$ cat src/rtl/ws28xx_pkg.sv
`default_nettype none
// +-----------------------------------------------------------------------+
// | ws28xx_pkg: shared WS28xx timing defaults and receiver state type     |
// | Rev 1.0                                                               |
// +-----------------------------------------------------------------------+
package ws28xx_pkg;

  localparam int c_T_HMIN      = 20;
  localparam int c_T_THR       = 120;
  localparam int c_T_HMAX      = 400;
  localparam int c_T_RST       = 10000;
  localparam int c_FIFO_DEPTH  = 4;
  localparam int c_PIX_W       = 24;

  typedef enum logic [1:0] {
    SYNC = 2'd0,
    IDLE = 2'd1,
    HIGH = 2'd2,
    LOW  = 2'd3
  } rx_state_t;

endpackage
`default_nettype wire

$ cat src/rtl/ws28xx_rx_if.sv
`default_nettype none
// +-----------------------------------------------------------------------+
// | ws28xx_rx_if: serial line, pixel stream and status of the receiver    |
// | Rev 1.0                                                               |
// +-----------------------------------------------------------------------+
interface ws28xx_rx_if;
  import ws28xx_pkg::*;

  logic                 ws28xx_i;
  logic [c_PIX_W-1:0]   pixel_o;
  logic                 valid_o;
  logic                 ready_i;
  logic                 frame_o;
  logic                 err_o;
  logic                 ovf_o;

  modport master (
    input  ws28xx_i, ready_i,
    output pixel_o, valid_o, frame_o, err_o, ovf_o
  );

  modport slave (
    output ws28xx_i, ready_i,
    input  pixel_o, valid_o, frame_o, err_o, ovf_o
  );
endinterface
`default_nettype wire

$ cat src/rtl/ws28xx_rx_fifo.sv
`default_nettype none
// +-----------------------------------------------------------------------+
// | ws28xx_rx_fifo: pixel FIFO with registered head word and sticky ovf   |
// | Rev 1.0                                                               |
// +-----------------------------------------------------------------------+
module ws28xx_rx_fifo #(
  parameter int DEPTH = 4,
  parameter int WIDTH = 24
) (
  input  wire logic             clk,
  input  wire logic             rst_n,
  input  wire logic             i_push,
  input  wire logic [WIDTH-1:0] i_data,
  input  wire logic             i_pop,
  output logic      [WIDTH-1:0] o_data,
  output logic                  o_valid,
  output logic                  o_ovf
);

  localparam int c_AW = (DEPTH > 1) ? $clog2(DEPTH) : 1;

  logic [WIDTH-1:0] r_mem [DEPTH];
  logic [c_AW:0]    r_wr;
  logic [c_AW:0]    r_rd;
  logic [WIDTH-1:0] r_data;
  logic             r_valid;
  logic             r_ovf;

  logic             w_full;
  logic             w_pop;
  logic             w_wr_en;
  logic [c_AW:0]    w_wr_next;
  logic [c_AW:0]    w_rd_next;

  // A pop in the same cycle frees the slot, so a push into a full FIFO still lands
  assign w_full    = (r_wr[c_AW] != r_rd[c_AW]) && (r_wr[c_AW-1:0] == r_rd[c_AW-1:0]);
  assign w_pop     = i_pop && r_valid;
  assign w_wr_en   = i_push && (!w_full || w_pop);
  assign w_wr_next = r_wr + {{c_AW{1'b0}}, w_wr_en};
  assign w_rd_next = r_rd + {{c_AW{1'b0}}, w_pop};

  always_ff @(posedge clk) begin
    if (w_wr_en) begin
      r_mem[r_wr[c_AW-1:0]] <= i_data;
    end
  end

  always_ff @(posedge clk or negedge rst_n) begin
    if (!rst_n) begin
      r_wr    <= '0;
      r_rd    <= '0;
      r_data  <= '0;
      r_valid <= 1'b0;
      r_ovf   <= 1'b0;
    end else begin
      r_wr    <= w_wr_next;
      r_rd    <= w_rd_next;
      r_valid <= (w_wr_next != w_rd_next);
      // Head register bypasses the array when the word being written becomes the head
      if (w_wr_next != w_rd_next) begin
        r_data <= (w_wr_en && (r_wr[c_AW-1:0] == w_rd_next[c_AW-1:0]))
                  ? i_data : r_mem[w_rd_next[c_AW-1:0]];
      end
      if (i_push && w_full && !w_pop) begin
        r_ovf <= 1'b1;
      end
    end
  end

  assign o_data  = r_data;
  assign o_valid = r_valid;
  assign o_ovf   = r_ovf;

endmodule
`default_nettype wire

$ cat src/rtl/ws28xx_rx.sv
`default_nettype none
// +-----------------------------------------------------------------------+
// | ws28xx_rx: WS28xx NRZ line decoder into 24-bit pixels + frame gaps    |
// | Rev 1.0                                                               |
// +-----------------------------------------------------------------------+
module ws28xx_rx
  import ws28xx_pkg::*;
#(
  parameter int T_HMIN     = c_T_HMIN,
  parameter int T_THR      = c_T_THR,
  parameter int T_HMAX     = c_T_HMAX,
  parameter int T_RST      = c_T_RST,
  parameter int FIFO_DEPTH = c_FIFO_DEPTH
) (
  input  wire logic   hclk_i,
  input  wire logic   hresetn_i,
  ws28xx_rx_if.master bus
);

  // r_cnt holds width-1 on the edge cycle; a running low shows width-2 one cycle early
  localparam logic [15:0] c_HMIN_LIM = 16'(T_HMIN - 1);
  localparam logic [15:0] c_THR_LIM  = 16'(T_THR - 1);
  localparam logic [15:0] c_HMAX_LIM = 16'(T_HMAX - 1);
  localparam logic [15:0] c_RST_LIM  = 16'(T_RST - 2);

  logic         r_sync1;
  logic         r_sync2;
  logic         r_prev;
  logic [15:0]  r_cnt;
  rx_state_t    r_state;
  logic [4:0]   r_bit_cnt;
  logic [23:0]  r_shift;
  logic         r_push;
  logic         r_frame;
  logic         r_err;

  logic         w_rise;
  logic         w_fall;

  assign w_rise = r_sync2 && !r_prev;
  assign w_fall = !r_sync2 && r_prev;

  always_ff @(posedge hclk_i or negedge hresetn_i) begin
    if (!hresetn_i) begin
      r_sync1 <= 1'b0;
      r_sync2 <= 1'b0;
      r_prev  <= 1'b0;
      r_cnt   <= '0;
    end else begin
      r_sync1 <= bus.ws28xx_i;
      r_sync2 <= r_sync1;
      r_prev  <= r_sync2;
      if (w_rise || w_fall) begin
        r_cnt <= '0;
      end else if (r_cnt != '1) begin
        r_cnt <= r_cnt + 16'd1;
      end
    end
  end

  always_ff @(posedge hclk_i or negedge hresetn_i) begin
    if (!hresetn_i) begin
      r_state   <= SYNC;
      r_bit_cnt <= '0;
      r_shift   <= '0;
      r_push    <= 1'b0;
      r_frame   <= 1'b0;
      r_err     <= 1'b0;
    end else begin
      r_push  <= 1'b0;
      r_frame <= 1'b0;
      r_err   <= 1'b0;
      case (r_state)
        // The fall cycle still carries the stale high count, so it never qualifies as gap
        SYNC: if (!r_sync2 && !w_fall && r_cnt >= c_RST_LIM) r_state <= IDLE;
        IDLE: if (w_rise) r_state <= HIGH;
        HIGH: begin
          if (w_fall) begin
            if (r_cnt < c_HMIN_LIM) begin
              r_err     <= 1'b1;
              r_bit_cnt <= '0;
              r_state   <= SYNC;
            end else begin
              r_shift <= {r_shift[22:0], (r_cnt >= c_THR_LIM)};
              r_state <= LOW;
              if (r_bit_cnt == 5'd23) begin
                r_bit_cnt <= '0;
                r_push    <= 1'b1;
              end else begin
                r_bit_cnt <= r_bit_cnt + 5'd1;
              end
            end
          end else if (r_cnt >= c_HMAX_LIM) begin
            r_err     <= 1'b1;
            r_bit_cnt <= '0;
            r_state   <= SYNC;
          end
        end
        LOW: begin
          if (w_rise) begin
            r_state <= HIGH;
          end else if (r_cnt >= c_RST_LIM) begin
            r_frame   <= 1'b1;
            r_err     <= (r_bit_cnt != 5'd0);
            r_bit_cnt <= '0;
            r_state   <= IDLE;
          end
        end
        default: r_state <= SYNC;
      endcase
    end
  end

  ws28xx_rx_fifo #(
    .DEPTH (FIFO_DEPTH),
    .WIDTH (24)
  ) u_fifo (
    .clk     (hclk_i),
    .rst_n   (hresetn_i),
    .i_push  (r_push),
    .i_data  (r_shift),
    .i_pop   (bus.ready_i),
    .o_data  (bus.pixel_o),
    .o_valid (bus.valid_o),
    .o_ovf   (bus.ovf_o)
  );

  assign bus.frame_o = r_frame;
  assign bus.err_o   = r_err;

endmodule
`default_nettype wire

$ cat src/flat_wrapper.sv
// flat-port wrapper written by rule: the top's interface ports become plain ports
module ws28xx_rx_flat import ws28xx_pkg::*;
#(
  parameter int T_HMIN     = c_T_HMIN,
  parameter int T_THR      = c_T_THR,
  parameter int T_HMAX     = c_T_HMAX,
  parameter int T_RST      = c_T_RST,
  parameter int FIFO_DEPTH = c_FIFO_DEPTH
)
  (hclk_i, hresetn_i, bus_ws28xx_i, bus_ready_i, bus_pixel_o, bus_valid_o, bus_frame_o, bus_err_o, bus_ovf_o);
  ws28xx_rx_if bus_i ();
  input  wire logic hclk_i;
  input  wire logic hresetn_i;
  input wire logic [$bits(bus_i.ws28xx_i)-1:0] bus_ws28xx_i;
  input wire logic [$bits(bus_i.ready_i)-1:0] bus_ready_i;
  output wire logic [$bits(bus_i.pixel_o)-1:0] bus_pixel_o;
  output wire logic [$bits(bus_i.valid_o)-1:0] bus_valid_o;
  output wire logic [$bits(bus_i.frame_o)-1:0] bus_frame_o;
  output wire logic [$bits(bus_i.err_o)-1:0] bus_err_o;
  output wire logic [$bits(bus_i.ovf_o)-1:0] bus_ovf_o;
  assign bus_i.ws28xx_i = bus_ws28xx_i;
  assign bus_i.ready_i = bus_ready_i;
  assign bus_pixel_o = bus_i.pixel_o;
  assign bus_valid_o = bus_i.valid_o;
  assign bus_frame_o = bus_i.frame_o;
  assign bus_err_o = bus_i.err_o;
  assign bus_ovf_o = bus_i.ovf_o;
  ws28xx_rx #(.T_HMIN(T_HMIN), .T_THR(T_THR), .T_HMAX(T_HMAX), .T_RST(T_RST), .FIFO_DEPTH(FIFO_DEPTH)) u_core (.hclk_i(hclk_i), .hresetn_i(hresetn_i), .bus(bus_i));
endmodule
$ cat config.mk
export PLATFORM = sky130hd
export DESIGN_NAME = ws28xx_rx_flat
export DESIGN_NICKNAME = d
export VERILOG_FILES = /design/src/rtl/ws28xx_pkg.sv /design/src/rtl/ws28xx_rx_if.sv /design/src/rtl/ws28xx_rx_fifo.sv /design/src/rtl/ws28xx_rx.sv /design/src/flat_wrapper.sv
export SDC_FILE = /design/constraint.sdc
export NUM_CORES = 1
export LEC_CHECK = 0
export BUFFER_PORTS_ARGS = -buffer_cell sky130_fd_sc_hd__buf_4
export CAP_MARGIN = 0
export CORE_MARGIN = 2
export CORE_UTILIZATION = 61
export CTS_CLUSTER_DIAMETER = 150
export CTS_CLUSTER_SIZE = 28
export DETAILED_ROUTE_END_ITERATION = 8
export GPL_ROUTABILITY_DRIVEN = 0
export PLACE_DENSITY = 0.87
export SYNTH_ARGS = -nofsm -noshare
export SYNTH_HDL_FRONTEND = slang
export SYNTH_HIERARCHICAL = 1
export SYNTH_SLANG_ARGS = --single-unit
export TNS_END_PERCENT = 5
$ cat constraint.sdc
create_clock -name hclk_i -period 3.87 [get_ports hclk_i]
set_clock_uncertainty 0.2 [all_clocks]
set_input_delay 0.387 -clock hclk_i [delete_from_list [all_inputs] [get_ports hclk_i]]
set_output_delay 0.387 -clock hclk_i [all_outputs]
set_load 0.02 [all_outputs]
# Word level (Yosys, flattened, before mapping)
# Memories as Yosys holds them, arrays and structs flattened. A register that Yosys moved wholly into a read port is not among the register bits.
# Index checks and enable logic that the tools add are counted.
totals:
  memories: 1
  elab_cells: 94
  ramBits: 96
  out_inout_bits: 28
  ff_bits: 61
mem_list:
  columns: ["memory", "words", "word_bits", "read_ports", "rd_ports_with_merged_regs", "write_ports", "line", "text"]
  rows:
  - ["u_core.u_fifo.r_mem", 4, 24, 1, 1, 1, "ws28xx_rx_fifo.sv:22", "logic [WIDTH-1:0] r_mem [DEPTH];"]
classes:
  muxes: 32
  eq_ne: 14
  bitwise: 1
  n_reduce_logical: 24
  order_cmp: 4
  addsub: 4
ops:
  columns: ["op", "count"]
  rows:
  - ["$mux W16", 2]
  - ["$mux W5", 6]
  - ["$add A16 B1 Y16 const B", 1]
  - ["$ge A16 B14 Y1 const B", 1]
  - ["$ge A16 B7 Y1 const B", 1]
  - ["$ge A16 B9 Y1 const B", 1]
  - ["$lt A16 B5 Y1 const B", 1]
  - ["$ne A16 B16 Y1 const B", 1]
  - ["$mux W1", 14]
  - ["$mux W2", 7]
  - ["$pmux W5 S2", 1]
  - ["$logic_and A1 B1 Y1", 9]
  - ["$pmux W2 S4", 1]
  - ["$reduce_and A4 Y1", 2]
  - ["$add A3 B1 Y3", 2]
  - ["$logic_not A1 Y1", 6]
  - ["$ne A2 B1 Y1 const B", 3]
  - ["$ne A3 B1 Y1 const B", 2]
  - ["$add A5 B1 Y5 const B", 1]
  - ["$eq A5 B5 Y1 const B", 1]
  - ["$reduce_bool A5 Y1", 1]
  - ["$eq A2 B2 Y1 const B", 2]
  - ["$reduce_bool A2 Y1", 2]
  - ["$ne A3 B3 Y1", 1]
  - ["9 further kinds", 10]

# Longest topological paths before layout
# Gate-level depths: netlist (run 1).
depth:
  word_depth: 7
  ltp_mapped: 12

# Modules after synthesis
# Netlist (run 1), hierarchy kept.
modules_own_cells:
  columns: ["mod", "area_per_inst_um2", "instances", "cells_each"]
  rows:
  - ["ws28xx_rx_fifo", 5076.1, 1, 298]
  - ["ws28xx_rx", 2518.7, 1, 217]

# Least setup slack after synthesis (run 1)
# OpenSTA, ideal clock, no wires.
synth_timing:
  path_type: "register -> register"
  startpoint: "reg u_core.u_fifo.r_wr[1]"
  endpoint: "mem u_core.u_fifo.r_mem[2][0] (enable)"
  t_arrival_ns: 2.869
  synth_period_minus_slack_ns: 3.509
  t_required_ns: 3.230
  slack_ns: 0.361
  setup_time_ns: 0.440
  stages_incl_launch_ff: 5
  cell_sequence: "dfrtp_1 > xor2_1 > o41ai_4 > buf_2 > nor3b_1"
synth_via:
  elab_chain_len: 7
synth_lines:
  columns: ["item", "line", "text"]
  rows:
  - ["from (decl)", "ws28xx_rx_fifo.sv:23", "logic [c_AW:0] r_wr;"]
  - ["from (signal assigned)", "ws28xx_rx_fifo.sv:56", "r_wr <= w_wr_next;"]
  - ["$eq A2 B2 Y1", "ws28xx_rx_fifo.sv:36", "assign w_full = (r_wr[c_AW] != r_rd[c_AW]) && (r_wr[c_AW-1:0] == r_rd[c_AW-1:0]);"]
  - ["$logic_and A1 B1 Y1", "ws28xx_rx_fifo.sv:36", null]
  - ["$logic_not A1 Y1", "ws28xx_rx_fifo.sv:38", "assign w_wr_en = i_push && (!w_full || w_pop);"]
  - ["$logic_or A1 B1 Y1", "ws28xx_rx_fifo.sv:38", null]
  - ["$logic_and A1 B1 Y1", "ws28xx_rx_fifo.sv:38", null]
  - ["$mux W1", "ws28xx_rx_fifo.sv:43", "if (w_wr_en) begin"]
  - ["$mux W1 (implied by the code)", "ws28xx_rx_fifo.sv:44", "r_mem[r_wr[c_AW-1:0]] <= i_data;"]
  - ["to (decl)", "ws28xx_rx_fifo.sv:22", null]
# Several ways; a longest one is shown, not always the timed one.

# Worst setup path in the final report (run 1)
layout_timing:
  startpoint: "reg u_core.u_fifo.r_wr[1]"
  endpoint: "reg u_core.u_fifo.r_data[1] (netlist: u_core/u_fifo/o_data[1]) (read register of u_core.u_fifo.r_mem)"
layout_via:
  elab_chain_len: 7
layout_lines:
  columns: ["item", "line", "text"]
  rows:
  - ["$eq A2 B2 Y1", "ws28xx_rx_fifo.sv:36", null]
  - ["$logic_and A1 B1 Y1", "ws28xx_rx_fifo.sv:36", null]
  - ["$logic_not A1 Y1", "ws28xx_rx_fifo.sv:38", null]
  - ["$logic_or A1 B1 Y1", "ws28xx_rx_fifo.sv:38", null]
  - ["$logic_and A1 B1 Y1", "ws28xx_rx_fifo.sv:38", null]
  - ["$add A3 B1 Y3 *", "ws28xx_rx_fifo.sv:39", "assign w_wr_next = r_wr + {{c_AW{1'b0}}, w_wr_en};"]
  - ["net u_core.u_fifo.w_wr_next[2]", "ws28xx_rx_fifo.sv:32", "logic [c_AW:0] w_wr_next;"]
  - ["$ne A3 B3 Y1 *", "ws28xx_rx_fifo.sv:60", "if (w_wr_next != w_rd_next) begin"]
  - ["to (decl)", "ws28xx_rx_fifo.sv:25", "logic [WIDTH-1:0] r_data;"]
# Mark *: on every way through the listed nets, which the timed path passes. The rest lies on a longest branch.
# A chain may end at the register's enable or synchronous reset.

==> impl_metrics.csv, run 1 <==
group,metric,value,unit
place,place_area,7971,um2
clock_network,cts.sinks,181,
critical_path,path_max_fanout,25,
detailed_routing,drc,0,
logic_synthesis,synth_cell_types,56,
detailed_routing,firstDrtPassIters,7,
pwr,switching_power,740.6,uW
pwr,p_total,3693,uW
logic_synthesis,ys_ff_latch,181,
floorplan,core_area,12060,um2
critical_path,worstPathRequired,4000,ps
logic_synthesis,synthesis.nets,530,
clock_network,clkSlewWorstSetupHoldPaths,70,ps
finish,fin_nets,565,
detailed_routing,wirelength,15250,um
pwr,peakVddDrop,0.0002902,V
logic_synthesis,yosysSeqAreaShare,0.6596,
global_routing,grt_pass1_vias,4767,
critical_path,startpoint,"u_core/u_fifo/r_wr[1]",
finish,drive_above_1_share,0.2362,
logic_synthesis,synthCells,515,
timing,clock.fmax,319.1,MHz
logic_synthesis,synth_ff_type,"edfxtp_1",
timing,worst-slew-pin-transition,1087,ps
timing,setup_viol,0,
logic_synthesis,ys_async_sr_fraction,0.4696,
finish,stdcell_area,8552,um2
run,drv_cap,0,
clock_network,cts_max_path_buffers,2,
finish,antenna_cells,0,
pwr,seqPwrFrac,0.550,
logic_synthesis,synth.top_cell.area_share,0.3796,
timing,slew_viol_final,0,
critical_path,r2r_end,"u_core/u_fifo/o_data[1]",
clock_network,cts_tree,"built",
floorplan,num_io_pins,32,
logic_synthesis,yosys_warnings,6,
place,numPlacedInstances,697,
clock_network,postCtsHoldBufs,2,
critical_path,r2r_start,"u_core/u_fifo/r_wr[1]",
detailed_routing,avgViaCountPerCell,6.334,
place,dp_hpwl,8868,um
critical_path,cp-start-kind,"register",
pwr,p_int,2953,uW
pwr,leakage,0.003592,uW
timing,fin_hold_ws,161.3,ps
logic_synthesis,syn_area,7595,um2
timing,hold_viol,0,
detailed_routing,antenna_left,0,
timing,rsz0062_at_grt,"false",
global_routing,grt_first_pass_wirelength,24250,um
global_routing,grt_overflow,0,
detailed_routing,detail_route.wl_per_cell,20.87,um
critical_path,r2r_cells,9,
timing,slew_headroom,0.2755,
logic_synthesis,synth.most_common_cell,"edfxtp_1",
run_status,status,"finished clean",
critical_path,cp-endpoint,"u_core/u_fifo/o_data[1]",
logic_synthesis,synthTopCellsByArea,"edfxtp_1 38%, dfrtp_1 28%, mux4_2 7.1%",
clock_network,htreeDepth,4,
floorplan,initial_core_util,0.6297,
pwr,p_sw_frac,0.2005,
clock_network,post_cts_buffers,0,
floorplan,die_x,115.6,um
timing,post-route-period-util,0.8099,
clock_network,clkLatencyLatePin,430,ps
critical_path,reg2reg_setup_slack,740,ps
critical_path,crit_type,"register to register",
timing,min_period,3134,ps
clock_network,cts_buffers,17,
detailed_routing,drt_iter0_drc,292,
floorplan,design.die.area,13360,um2
floorplan,die_h,115.6,um
clock_network,cts-resized-gates,0,
pwr,clkPwrFrac,0.438,
clock_network,clockRootBuffer,"clkbuf_16",
finish,area.growth.synth_to_final,12.60,%
global_routing,antenna_found_initial,0,
logic_synthesis,synth.top_cells.by_count,"96 x edfxtp_1, 85 x dfrtp_1, 31 x nand3_1",
place,numPortBuffers,31,
detailed_routing,vias,4630,
finish,fin_cells,731,
global_routing,grtUsageTotal,0.2447,
critical_path,crit_path_end_kind,"register",
logic_synthesis,synth-edff-count,96,
critical_path,arrival,3260,ps
pwr,share_comb_of_total_power,0.013,
hold_path,hold_path_class,"register to register",
logic_synthesis,synth_area_per_cell,14.75,um2
logic_synthesis,yosysTopAreaCell,"edfxtp_1",
pwr,power_per_cell_area,431.8,nW/um2
floorplan,row_count,40,
timing,tns,0,ps
global_routing,grt_max_degree,86,
[cell type report]
type / instances / area [um2]
Sequential cell: 181 / 5010
Clock inverter: 12 / 103.9
Clock buffer: 20 / 456.7
Inverter: 15 / 56.30
Multi-Input combinational cell: 290 / 2372
Timing Repair Buffer: 45 / 342.8
Tap cell: 168 / 210.2
Fill cell: 748 / 3510
[stage by stage]
stage / utilization / setup slack [ps]
final: 0.7090 / 735.7
after global routing: 0.7090 / 608.2
after CTS: 0.7090 / 802.8
after detailed placement: 0.6609 / 818.1
after global placement: 0.6609 / 987.4
after floorplan: - / 360.7
[flip-flops by register name (all words and copies together) (netlist names), 2 cells and up]
name	count
u_core/u_fifo/r_rd	3
u_core/u_fifo/o_data	24
u_core/r_cnt	16
u_core/r_state	2
u_core/r_shift	24
u_core/u_fifo/r_mem	96
u_core/r_bit_cnt	5
u_core/u_fifo/r_wr	3
[kinds of logic after synthesis]
| kind of cell | count (synthesis) | synth area share |
|---|---|---|
| and+or+nand+nor | 122 | 0.08386 |
| DFF | 181 | 0.6596 |
| AOI/OAI and AO/OA | 87 | 0.07545 |
| muxes | 49 | 0.1081 |
| adders and majority gates | 11 | 0.01812 |
| buffers and inverters | 44 | 0.03064 |
| xor gates and xnor gates | 21 | 0.02422 |
[power by group through the flow]
stage / combinational, uW / sequential, uW / clock [uW]
final: 46.7 / 2030 / 1620
after floorplan: 24.6 / 2070 / 0
after global placement: 43.8 / 2070 / 0
after global routing: 55.4 / 2030 / 1710
after CTS: 48.5 / 2030 / 1640
after detailed placement: 46.8 / 2070 / 0
[critical path, stage by stage (launching register included)]
cell and delay, ps:
dfrtp_1 490, xor2_1 220, o41ai_4 400, inv_2 70
ha_1 200, ha_1 190, xor2_1 300, xor2_2 120
or2_2 550, a31oi_1 290
[metal layers]
metal | global-route usage | part of all wire
met1 | 0.3043 | 0.39
met2 | 0.4078 | 0.52
met3 | 0.05073 | 0.064
met4 | 0.1301 | 0.026
met5 | 0 | 0
[cells in the final DEF (no fill, tap or decap), types with 15 or more instances in the layout]
| cell | n |
|---|---|
| nand3_1 | 31 |
| a31oi_1 | 24 |
| nor3_1 | 28 |
| edfxtp_1 | 96 |
| buf_4 | 43 |
| mux2_2 | 23 |
| o21ai_0 | 30 |
| nand2_1 | 17 |
| clkbuf_16 | 17 |
| dfrtp_1 | 85 |
| nor2_1 | 15 |
| mux4_2 | 24 |
[how the worst min path moves through the flow]
stage,cells after the start,start,endpoint
after floorplan,0,hresetn_i,u_core/bus.err_o
after global routing,0,u_core/r_sync1,u_core/r_sync2
after global placement,0,u_core/r_sync1,u_core/r_sync2
after detailed placement,0,u_core/r_sync1,u_core/r_sync2
after CTS,0,u_core/r_sync1,u_core/r_sync2
final,0,u_core/r_sync1,u_core/r_sync2
Note: power is estimated with default switching activity, not from simulation.
==> run 2, diff against run 1 <==
--- a/config.mk
+++ b/config.mk
@@ -5,15 +5,16 @@
 export SDC_FILE = /design/constraint.sdc
 export NUM_CORES = 1
 export LEC_CHECK = 0
+export ABC_AREA = 1
 export BUFFER_PORTS_ARGS = -buffer_cell sky130_fd_sc_hd__buf_4
 export CAP_MARGIN = 0
 export CORE_MARGIN = 2
-export CORE_UTILIZATION = 61
+export CORE_UTILIZATION = 56
 export CTS_CLUSTER_DIAMETER = 150
 export CTS_CLUSTER_SIZE = 28
 export DETAILED_ROUTE_END_ITERATION = 8
 export GPL_ROUTABILITY_DRIVEN = 0
-export PLACE_DENSITY = 0.87
+export PLACE_DENSITY = 0.84
 export SYNTH_ARGS = -nofsm -noshare
 export SYNTH_HDL_FRONTEND = slang
 export SYNTH_HIERARCHICAL = 1
==> constraint.sdc (replaced) <==
create_clock -name hclk_i -period 2.65 [get_ports hclk_i]
set_clock_uncertainty 0.2 [all_clocks]
set_input_delay 0.265 -clock hclk_i [delete_from_list [all_inputs] [get_ports hclk_i]]
set_output_delay 0.265 -clock hclk_i [all_outputs]
set_load 0.02 [all_outputs]
==> impl_metrics.csv, run 2 <==
group,metric,value,unit
place,preCtsSetupSlack,97.52,ps
timing,min_period,2564,ps
pwr,peakVddDrop,0.0004507,V
critical_path,cp-start-kind,"register",
timing,hold_viol,0,
hold_path,whs_endpoint,"u_core/r_sync2",
floorplan,initial_core_util,0.5715,
logic_synthesis,synth-edff-count,96,
hold_path,holdPathStages,0,
critical_path,reg2reg_setup_slack,90,ps
detailed_routing,vias,6162,
global_routing,grt_first_pass_wirelength,29440,um
critical_path,crit_chain,"inv_2, nand2_1, nand2_1, nor2_2, nand2_2, nand2_1, inv_1, ha_2, ha_4, xor2_1, nor2_4, nand3_4, buf_12, nand3_1, nand2_1",
finish,post-route-util,0.6532,
detailed_routing,drt_iter0_drc,872,
timing,slew_headroom,0.5889,
timing,setup_viol,0,
detailed_routing,antenna_left,0,
global_routing,use_met1,0.3094,
logic_synthesis,ys_async_sr_fraction,0.4696,
finish,fin_cells,1089,
run,drv_cap,0,
finish,largest_reg_flops,96,
critical_path,max_stage_delay,390,ps
logic_synthesis,synthesis.nets,857,
finish,final_cell_mix,"249 x nand2_1, 96 x edfxtp_1, 88 x nand3_1",
clock_network,cts_tree,"built",
logic_synthesis,synth.top_cell.area_share,0.3470,
detailed_routing,detail_route.wl_per_cell,16.42,um
finish,n_fill_cell,1036,
critical_path,crit_type,"register to register",
clock_network,htreeDepth,4,
pwr,leakage,0.004350,uW
finish,antenna_cells,0,
global_routing,use_met3,0.05353,
timing,slew_viol_final,0,
logic_synthesis,synth.most_common_cell,"nand2_1",
logic_synthesis,synthCells,842,
critical_path,slowest_stage,"dfrtp_1",
timing,clock.fmax,390.0,MHz
finish,stdcell_area,9494,um2
critical_path,r2r_end,"u_core/u_fifo/o_data[1]",
timing,worst-slew-pin-transition,616.6,ps
place,numPortBuffers,31,
logic_synthesis,synthTopCellsByArea,"edfxtp_1 35%, dfrtp_1 26%, nand2_1 11%",
logic_synthesis,synth_area_per_cell,9.865,um2
floorplan,core_area,14530,um2
place,numPlacedInstances,1051,
finish,drive_above_1_share,0.1768,
place,place_area,8812,um2
timing,post-route-period-util,0.9675,
detailed_routing,wirelength,17880,um
finish,regArea,5010,um2
floorplan,row_count,44,
hold_path,hold_path_class,"register to register",
global_routing,gr-usage-met2,0.3682,
pwr,power_per_cell_area,584.0,nW/um2
clock_network,cts.sinks,181,
floorplan,die_x,125.8,um
floorplan,design.die.area,15820,um2
global_routing,top_usage_layer,"met2",
clock_network,clockRootBuffer,"clkbuf_16",
critical_path,r2r_cells,15,
global_routing,grt_max_degree,46,
critical_path,arrival,2690,ps
critical_path,path_max_fanout,20,
detailed_routing,avgViaCountPerCell,5.658,
logic_synthesis,synth_cell_types,40,
global_routing,grt_pass1_vias,5936,
place,dp_hpwl,10990,um
timing,fin_ws,86.05,ps
critical_path,cpMostUsedCell,"nand2_1",
logic_synthesis,yosys_warnings,6,
clock_network,clkLatencyLatePin,440,ps
critical_path,r2r_start,"u_core/u_fifo/r_wr[1]",
global_routing,grt_overflow,0,
detailed_routing,drc,0,
logic_synthesis,syn_area,8307,um2
floorplan,die_h,125.8,um
global_routing,antenna_found_initial,0,
logic_synthesis,synth.top_cells.by_count,"251 x nand2_1, 96 x edfxtp_1, 88 x nand3_1",
finish,layout_commonest_cell,"nand2_1",
floorplan,num_io_pins,32,
clock_network,cts_buffers,17,
logic_synthesis,yosysSeqAreaShare,0.6031,
detailed_routing,firstDrtPassIters,6,
finish,area.growth.synth_to_final,14.29,%
logic_synthesis,yosysTopAreaCell,"edfxtp_1",
finish,multi_input_area,2815,um2
clock_network,cts_max_path_buffers,2,
critical_path,crit_path_end_kind,"register",
run_status,status,"finished clean",
finish,fin_nets,907,
hold_path,min_from,"u_core/r_sync1",
global_routing,grtUsageTotal,0.2328,
logic_synthesis,ys_ff_latch,181,
critical_path,worstPathRequired,2780,ps
logic_synthesis,synth_ff_type,"edfxtp_1",
clock_network,clkSlewWorstSetupHoldPaths,70,ps
timing,tns,0,ps
## run 2: cells by family after synthesis
kind of cell | count (synthesis) | synth area share
xor+xnor | 8 | 0.01024
fa+ha+maj | 11 | 0.01657
compound gates | 56 | 0.03690
flops | 181 | 0.6031
simple gates | 470 | 0.2672
buf+inv | 116 | 0.06597
## run 2: where the power goes
group	leakage [uW]	internal [uW]	switching, uW
sequential	0.00230	2950	11.1
combinational	0.00176	26.7	56.9
clock	0.000297	1410	1090
## run 2: metal layers
metal	part of all wire	wire length (um)
met4	0.025	441
met2	0.49	8736
met5	0	0
met3	0.080	1425
met1	0.41	7276
## run 2: timing repair
action                     CTS  global route
pin swaps                    0             4
setup endpoints to repair   17            24
hold endpoints to repair    45             0
setup buffers                0             3
gates resized for setup      2             7
hold buffers                 2             0
cloned                       0             1
## run 2: cell type report
cell class | instances | area share
Sequential cell | 181 | 0.5277
Multi-Input combinational cell | 546 | 0.2965
Timing Repair Buffer | 68 | 0.05825
Clock buffer | 20 | 0.05034
Inverter | 78 | 0.03084
Tap cell | 184 | 0.02425
Clock inverter | 12 | 0.01212
## run 2: worst max-delay path: cells and delay by family, from the launching register on
family / cells / cell delay [ps]
xor+xnor: 1 / 180
fa+ha+maj: 2 / 410
buf+inv: 3 / 340
flops: 1 / 390
simple gates: 9 / 920
## run 2: worst max-delay path by stage
stage                           endpoint  slack [ps]  depth (start not counted)             startpoint
6_report         u_core/u_fifo/o_data[1]          90                         15  u_core/u_fifo/r_wr[1]
5_1_grt          u_core/u_fifo/o_data[1]          -6                         12  u_core/u_fifo/o_valid
4_1_cts         u_core/u_fifo/o_data[20]          40                         14  u_core/u_fifo/r_wr[1]
3_5_place_dp    u_core/u_fifo/o_data[20]         100                         15  u_core/u_fifo/r_rd[2]
3_3_place_gp    u_core/u_fifo/o_data[16]         220                         14  u_core/u_fifo/r_rd[2]
2_1_floorplan  u_core/u_fifo/r_mem[2][0]        -600                          7  u_core/u_fifo/r_wr[0]
## run 2: stage by stage
stage,hold slack [ps],total power (uW)
after floorplan,-230.6,3053
after global placement,115.2,3099
after detailed placement,120.8,3102
after CTS,120.6,5569
after global routing,183.7,5692
final,165.4,5544
